### src/rtl/rx2da_rd.sv
// rx2da_rd: plays bytes out of an 8192x8 RAM to a DAC at one sample every DIV clocks, after a prefill threshold.
// Build option RX2DA_RD_MIDSCALE_EN parks da_data at 0x80 on reset, underrun and idle instead of holding it.
module rx2da_rd #(
    parameter int unsigned DIV         = 16,
    parameter int unsigned START_LEVEL = 4096
) (
    input  logic        clkb,
    input  logic        reset,
    input  logic        enable,
    input  logic [12:0] wr_ptr,
    input  logic        underrun_clr,
    output logic [12:0] adb,
    output logic        ceb,
    output logic        oce,
    input  logic [7:0]  dout,
    output logic [7:0]  da_data,
    output logic        da_valid,
    output logic [12:0] level,
    output logic        underrun
);

`ifdef RX2DA_RD_MIDSCALE_EN
    localparam logic       PARK_EN = 1'b1;
    localparam logic [7:0] DA_PARK = 8'h80;
`else
    localparam logic       PARK_EN = 1'b0;
    localparam logic [7:0] DA_PARK = 8'h00;
`endif

    localparam logic [15:0] DIV_LAST  = 16'(DIV - 1);
    localparam logic [12:0] START_LVL = 13'(START_LEVEL);

    typedef enum logic [1:0] {
        IDLE    = 2'd0,
        PREFILL = 2'd1,
        PLAY    = 2'd2
    } state_t;

    state_t      state_r;
    state_t      state_nxt_s;
    logic [15:0] div_cnt_r;
    logic [15:0] div_nxt_s;
    logic [12:0] rd_ptr_r;
    logic [12:0] level_s;
    logic        tick_s;
    logic        issue_s;
    logic        underrun_set_s;
    logic        rd_v1_r;
    logic        rd_v2_r;
    logic        da_valid_r;
    logic [7:0]  da_data_r;
    logic        underrun_r;

    // Occupancy wraps naturally in 13 bits, so no explicit modulo is needed.
    assign level_s = wr_ptr - rd_ptr_r;
    assign tick_s  = (state_r == PLAY) && (div_cnt_r == DIV_LAST);

    // Next state, read issue / underrun decision and divider next value.
    always_comb begin
        state_nxt_s    = state_r;
        issue_s        = 1'b0;
        underrun_set_s = 1'b0;
        div_nxt_s      = 16'd0;
        if (!enable) begin
            state_nxt_s = IDLE;
        end else begin
            case (state_r)
                IDLE: begin
                    state_nxt_s = PREFILL;
                end
                PREFILL: begin
                    if (level_s >= START_LVL) begin
                        state_nxt_s = PLAY;
                    end else begin
                        state_nxt_s = PREFILL;
                    end
                end
                PLAY: begin
                    if (tick_s) begin
                        if (level_s == 13'd0) begin
                            underrun_set_s = 1'b1;
                            state_nxt_s    = PREFILL;
                        end else begin
                            issue_s = 1'b1;
                        end
                    end else begin
                        div_nxt_s = div_cnt_r + 16'd1;
                    end
                end
                default: begin
                    state_nxt_s = IDLE;
                end
            endcase
        end
    end

    // State, divider and read pointer registers.
    always_ff @(posedge clkb) begin
        if (reset) begin
            state_r   <= IDLE;
            div_cnt_r <= 16'd0;
            rd_ptr_r  <= 13'd0;
        end else begin
            state_r   <= state_nxt_s;
            div_cnt_r <= div_nxt_s;
            if (issue_s) begin
                rd_ptr_r <= rd_ptr_r + 13'd1;
            end else begin
                rd_ptr_r <= rd_ptr_r;
            end
        end
    end

    // Read pipeline; a low enable kills an in-flight read before it reaches the DAC.
    always_ff @(posedge clkb) begin
        if (reset) begin
            rd_v1_r    <= 1'b0;
            rd_v2_r    <= 1'b0;
            da_valid_r <= 1'b0;
            da_data_r  <= DA_PARK;
        end else begin
            rd_v1_r    <= issue_s;
            rd_v2_r    <= rd_v1_r && enable;
            da_valid_r <= rd_v2_r && enable;
            if (rd_v2_r && enable) begin
                da_data_r <= dout;
            end else if (PARK_EN && (!enable || underrun_set_s)) begin
                da_data_r <= DA_PARK;
            end else begin
                da_data_r <= da_data_r;
            end
        end
    end

    // Sticky underrun flag; a new underrun outranks a simultaneous clear.
    always_ff @(posedge clkb) begin
        if (reset) begin
            underrun_r <= 1'b0;
        end else if (underrun_set_s) begin
            underrun_r <= 1'b1;
        end else if (underrun_clr) begin
            underrun_r <= 1'b0;
        end else begin
            underrun_r <= underrun_r;
        end
    end

    assign adb      = rd_ptr_r;
    assign ceb      = issue_s;
    assign oce      = rd_v1_r;
    assign da_data  = da_data_r;
    assign da_valid = da_valid_r;
    assign level    = level_s;
    assign underrun = underrun_r;

endmodule

### config.mk
export PLATFORM = sky130hd
export DESIGN_NAME = rx2da_rd
export DESIGN_NICKNAME = d
export VERILOG_FILES = /design/src/rtl/rx2da_rd.sv
export SDC_FILE = /design/constraint.sdc
export NUM_CORES = 1
export LEC_CHECK = 0
export CAP_MARGIN = 25
export CORE_MARGIN = 3
export CORE_UTILIZATION = 38
export DETAILED_ROUTE_END_ITERATION = 8
export HOLD_SLACK_MARGIN = 0.1
export PLACE_DENSITY = 0.62
export SETUP_SLACK_MARGIN = 0.3
export SLEW_MARGIN = 20
export SYNTH_ARGS = -nofsm -noshare
export SYNTH_HDL_FRONTEND = slang
export SYNTH_SLANG_ARGS = --single-unit
### constraint.sdc
create_clock -name clkb -period 3.69 [get_ports clkb]
set_input_delay 0.369 -clock clkb [delete_from_list [all_inputs] [get_ports clkb]]
set_output_delay 0.369 -clock clkb [all_outputs]
set_load 0.02 [all_outputs]
Yosys cells after proc, flatten, opt, wreduce, memory -nomap -nowiden
Index checks and enable logic that the tools add are counted.

operators by class
  $add $sub $neg = 3
  $lt $le $gt $ge = 1
  reductions and logical operators = 9
  div/mod/pow operators = 0
  multiply operators = 0
  bitwise operators = 2
  shifts and indexed selects = 0
  muxes and demuxes = 14
  equality and inequality tests = 5

operators by type and width
  kind                                                                      number
  16-bit by 1-bit adder with 16-bit output (second input constant)          1
  16-bit by 4-bit equality test with 1-bit output (second input constant)   1
  13-bit by 1-bit adder with 13-bit output (second input constant)          1
  13-bit >= comparator (second input constant)                              1
  13-bit zero test                                                          1
  13-bit subtractor                                                         1
  1-bit 2-to-1 mux                                                          10
  2-bit 2-to-1 mux                                                          3
  2-bit case mux with 3 select lines                                        1
  4-bit OR reduction                                                        1
  1-bit logical AND                                                         3
  2-bit by 1-bit equality test with 1-bit output (second input constant)    1
  2-bit equality test (second input constant)                               1
  2-bit zero test                                                           1
  2-bit by 1-bit inequality test with 1-bit output (second input constant)  1
  2-bit inequality test (second input constant)                             1
  1-bit inverter                                                            2
  2-bit AND reduction                                                       1
  2-bit nonzero test                                                        1
  2-bit OR reduction                                                        1

word-level totals
  memories = 0
  bits in read-only memories = 0
  register bits = 43
  latch bits = 0
  output and inout port bits = 38
  memory bits (writable) = 0
  input bits = 25

Depth between registers and ports, before layout
  word-level depth = 7
  gate-level depth with buffers = 14

Worst setup path after synthesis
Ideal clock, no wire load.

  path kind = reg2reg
  start = reg rd_ptr_r[0], in the netlist adb[0]
  end = reg rd_ptr_r[10], in the netlist adb[10]
  cell stages (with the launch flop) = 14
  period minus slack after synthesis = 3,428 ps
  arrival time = 3,307 ps
  setup slack = 262 ps
  cell sequence = dfxtp_1 > ha_1 > fa_1 > and2b_4 > o2111ai_2 > nand2_1 > a31oi_1 > xnor2_1 > nor4_2 > and2_1 > buf_6 > buf_8 > nor4_2 > mux2_4

on the way
  cells in the longest elaborated chain, start to end = 6
  elaborated cells between the ends (all ways) = 7

ends and longest elaborated chain
  what                    RTL line  RTL
  start, declared         43        logic [12:0] rd_ptr_r;
  start signal, assigned  107       rd_ptr_r <= rd_ptr_r + 13'd1;
  start signal, assigned  109       rd_ptr_r <= rd_ptr_r;
  13-bit subtractor       55        assign level_s = wr_ptr - rd_ptr_r;
  net level[12]           18        output logic [12:0] level,
  13-bit zero test        80        if (level_s == 13'd0) begin
  1-bit 2-to-1 mux        80
  1-bit 2-to-1 mux        79        if (tick_s) begin
  1-bit 2-to-1 mux        67        case (state_r)
  1-bit 2-to-1 mux        64        if (!enable) begin

The timed path passes the listed nets, and every way through them passes these cells.
A chain may end at the register's enable or synchronous reset.

Final worst setup path
  start = in wr_ptr[2]
  end = out ceb

on the way
  cells in the longest elaborated chain, start to end = 6

ends and longest elaborated chain
  what               RTL line  RTL
  start, declared    10        input logic [12:0] wr_ptr,
  13-bit subtractor  55
  13-bit zero test   80
  1-bit 2-to-1 mux   80
  1-bit 2-to-1 mux   79
  1-bit 2-to-1 mux   67
  1-bit 2-to-1 mux   64
  end, declared      13        output logic ceb,

Every way passes these cells.

==> impl_results.md <==
- TritonCTS Buffers: 5
- Root buf cell: clkbuf_8
- Yosys warning count: 0
- Synth Cell Area: roughly 2600 µm²
- Critical Path Slowest Stage Cell: clkdlybuf4s50_1
- Worst setup margin: about 0.18 ns
- TritonCTS clock tree: done
- Overall Global Routing Usage: 0.192
- Post-route clock period utilization: 0.952
- Worst setup SP type: primary input
- Die width: approximately 88 µm
- Max cap viols: 0
- CP dominant cell by count: buf_4
- Cell taking the most area after synthesis: dfxtp_1
- DP Worst Slack: -0.740 ns
- Clock latency on the worst-skew pair: roughly 0.31 ns
- Max Buffers Root-to-Sink: 2
- Dpl cells: 500
- Share of layout cells above drive strength 1: 0.243
- Sw frac: 0.262
- RSZ-0062 raised after global routing: true
- # nets final: 475
- Final Max Slew Viols: 0
- Via count: 2619
- Post-Place Cell Area: 3670 µm²
- Post-synthesis sequential area ratio: 0.334
- Max-slew headroom: 0.740
- Int Power: ~0.8 mW
- Worst Path Max Fanout: 2
- Syn_area_per_cell: 8.20 µm²
- Initial DRC count: 75
- Crit-path cells: clkdlybuf4s50_1 > ha_4 > and2b_4 > o2111ai_4 > a21boi_2 > or3_4 > a2111o_1 > or4_4 > nor3_2 > buf_4 > nor2_1 > buf_4
- H-tree lvl count: 2
- Worst slew pin tran: between 0.3 and 0.4 ns
- First-pass GRT wire length: approximately 12000 µm
- Status: complete, no violations
- Clock skew: approximately 0.012 ns
- Ports: 63
- Xor and xnor area share after synthesis: 0.0680
- Final Hold Vio Count: 0
- Synth top area share: 0.334
- Synth area leaders: dfxtp_1, ha_1, nor2_1
- Port buffer count: just over 60
- Core Box Area: roughly 6500 µm²
- Non-Filler Instances: 513
- Combinational power share: 0.210
- Final instance area: a little under 4000 µm²
- EDFF count, synth: 0
- WP data arrival: around 3.1 ns
- Highest Clock Rate: 285 MHz
- Predominant post-synthesis flop cell: dfxtp_1
- Mux share of post-synthesis cell area: 0.0423
- Yosys reg bits: between 40 and 50
- Post-Synth Adder-Cell Area: 0.0758
- Critical Path RT: between 3 and 4 ns
- Crit Path Category: primary input to output port
- Synthesized instance count: about 310
- Initial antenna violation count: 0
- Final setup vio count: 0
- DR pass1 iterations: 4
- Post-Syn Nets: ~350
- Largest family of logic cells by synthesized area: simple AND/OR/NAND/NOR gates
- Post-route ant nets: 0
- Count of cell types in the netlist: 52
- Sw power: approximately 0.28 mW
- Simple-gate share of the synthesized area: 0.291
- Max stage delay on crit path: roughly 0.50 ns
- DRT Wirelength: 7380 µm
- Filler cells: between 500 and 600
- Gpl congestion: approximately 0.84
- Vias in the first global route: 2668
- Compound-Gate Fraction of Synth Area: 0.137
- Cell area power density: roughly 270 nW/µm²
- Wire per inst: 14.4 µm
- Power, Total: around 1.1 mW
- Worst min-delay path class: register to register
- Antenna Cells: 0
- Sink Count: between 40 and 50
- Max IR drop VDD: between 0.2 and 0.25 mV
- Detailed placement HPWL: about 5400 µm
- Clock power share: 0.355
- Leakage power: between 1.5 and 2 nW
- Initial Utilization: 0.399
- Post-Route Utilization: 0.609
- Largest net degree at the start of global routing: 36
- Chip Height: 88.3 µm
- Post-synth ARST share: 0
- Worst setup EP type: output port
- Die footprint: about 7800 µm²
- Grt ovf: 0
- Num rows: 29
- Layout area overhead: 52.6%
- Min Clock Period, post-route: 3.51 ns
- Vias per cell: 5.11
- Clock transition at path regs: ~0.090 ns
- DRC viols: 0
- Seq pwr share: 0.435
-- cells in the mapped netlist (2+ instances only) --
cell type   n
xnor2_1    13
a21o_1      3
nand2_1    26
o21ai_0     7
mux2_4      2
nand4_1     4
mux2_2      5
nor2b_1     3
ha_1       14
a21oi_1    22
clkbuf_1    7
dfxtp_1    43
o211ai_1    2
xor2_1      7
o21a_1      4
nor3_1      5
o31ai_1     2
and4_1      3
nor2_1     44
and2_1      5
or4_1       5
mux2_1      2
a31oi_1     2
and3_1      4
and4b_1     2
inv_1      19
nor4_2      3
nand2b_1    6
or3_1       4
nand3_1    18
nor4_1      7
-- registers in the layout (all words and copies together), names as in the netlist --
name	count
da_data	8
rd_v2_r	1
state_r	2
underrun	1
da_valid	1
adb	13
oce	1
div_cnt_r	16
-- metal layers --
layer  share of wire  global-route usage  vias to the layer above
met3           0.030              0.0475                       11
met1            0.43               0.229                     1223
li1                -                   -                     1346
met2            0.52               0.347                       39
met4           0.013              0.0467                        0
met5               0                   0                        -
-- worst paths after layout --
path | from | end | slack (ns) | depth (start not counted)
worst max register to register | adb[0] | adb[4] | 0.47 | 15
worst min register to register | div_cnt_r[0] | div_cnt_r[0] | 0.45 | 1
worst max-delay path | wr_ptr[2] | ceb | 0.18 | 12
worst min-delay path | div_cnt_r[0] | div_cnt_r[0] | 0.45 | 1
-- metrics by stage --
| step | hold WS (ns) | TNS (ns) |
|---|---|---|
| floorplan | 0.418 | 0 |
| global placement | 0.431 | -3.09 |
| global route | 0.483 | 0 |
| finish | 0.449 | 0 |
| CTS | 0.454 | 0 |
| detailed placement | 0.441 | -4.05 |
-- logic make-up (layout without fill, tap and decap cells) --
family,after synthesis,count (layout)
AOI/OAI and AO/OA,53,53
xor gates and xnor gates,20,20
adders and majority gates,15,15
buffers and inverters,30,151
DFF,43,43
muxes,9,9
and+or+nand+nor,144,145
-- placed cells by master, fill, tap and decap left out, types with 2 or more instances in the layout --
| cell | Yosys | layout |
|---|---|---|
| and4b_1 | 2 | 2 |
| nor2b_1 | 3 | 3 |
| and2_1 | 5 | 4 |
| nor2_1 | 44 | 44 |
| dlygate4sd2_1 | 0 | 3 |
| nor3_1 | 5 | 2 |
| clkdlybuf4s50_1 | 0 | 57 |
| mux2_2 | 5 | 5 |
| or4_1 | 5 | 4 |
| xnor2_1 | 13 | 12 |
| nor4_2 | 3 | 2 |
| o211ai_1 | 2 | 2 |
| o21ai_0 | 7 | 6 |
| nand2b_1 | 6 | 6 |
| nand3_1 | 18 | 18 |
| nor3_2 | 0 | 3 |
| nand2_1 | 26 | 25 |
| o21a_1 | 4 | 4 |
| ha_4 | 0 | 2 |
| dfxtp_1 | 43 | 41 |
| mux2_4 | 2 | 2 |
| ha_1 | 14 | 12 |
| dfxtp_2 | 0 | 2 |
| mux2_1 | 2 | 2 |
| or3_1 | 4 | 3 |
| inv_1 | 19 | 19 |
| nand4_1 | 4 | 4 |
| buf_4 | 0 | 62 |
| o31ai_1 | 2 | 2 |
| and3_1 | 4 | 4 |
| nor4_1 | 7 | 7 |
| and4_1 | 3 | 3 |
| xor2_1 | 7 | 7 |
| a21oi_1 | 22 | 22 |
| clkbuf_8 | 0 | 5 |
| a21o_1 | 3 | 3 |
-- power groups by stage --
stage,Combinational [mW],Sequential [mW],Clock (mW)
finish,0.225,0.466,0.381
detailed placement,0.206,0.477,0
floorplan,0.0924,0.476,0
CTS,0.218,0.466,0.387
global placement,0.204,0.476,0
global route,0.240,0.466,0.409
-- cell type report --
class | instances | area [µm²] | share of cell area
Sequential cell | 43 | 863 | 0.220
Clock buffer | 5 | 68.8 | 0.0175
Timing Repair Buffer | 124 | 1090 | 0.276
Clock inverter | 3 | 46.3 | 0.0118
Tap cell | 77 | 96.3 | 0.0245
Inverter | 19 | 71.3 | 0.0181
Multi-Input combinational cell | 242 | 1700 | 0.432
-- worst max-delay path: cells and delay by family --
| kind | cells | cell delay, ns |
|---|---|---|
| simple gates | 5 | 1.08 |
| buf+inv | 3 | 0.79 |
| fa+ha+maj | 1 | 0.21 |
| compound gates | 3 | 0.70 |
-- what timing repair did --
action                     CTS  global route
setup endpoints to repair   20            11
hold buffers                 0             0
pin swaps                   11             9
gates cloned                 0             1
resized for setup           22            10
setup buffers                4             0
(Power assumes the default switching activity.)
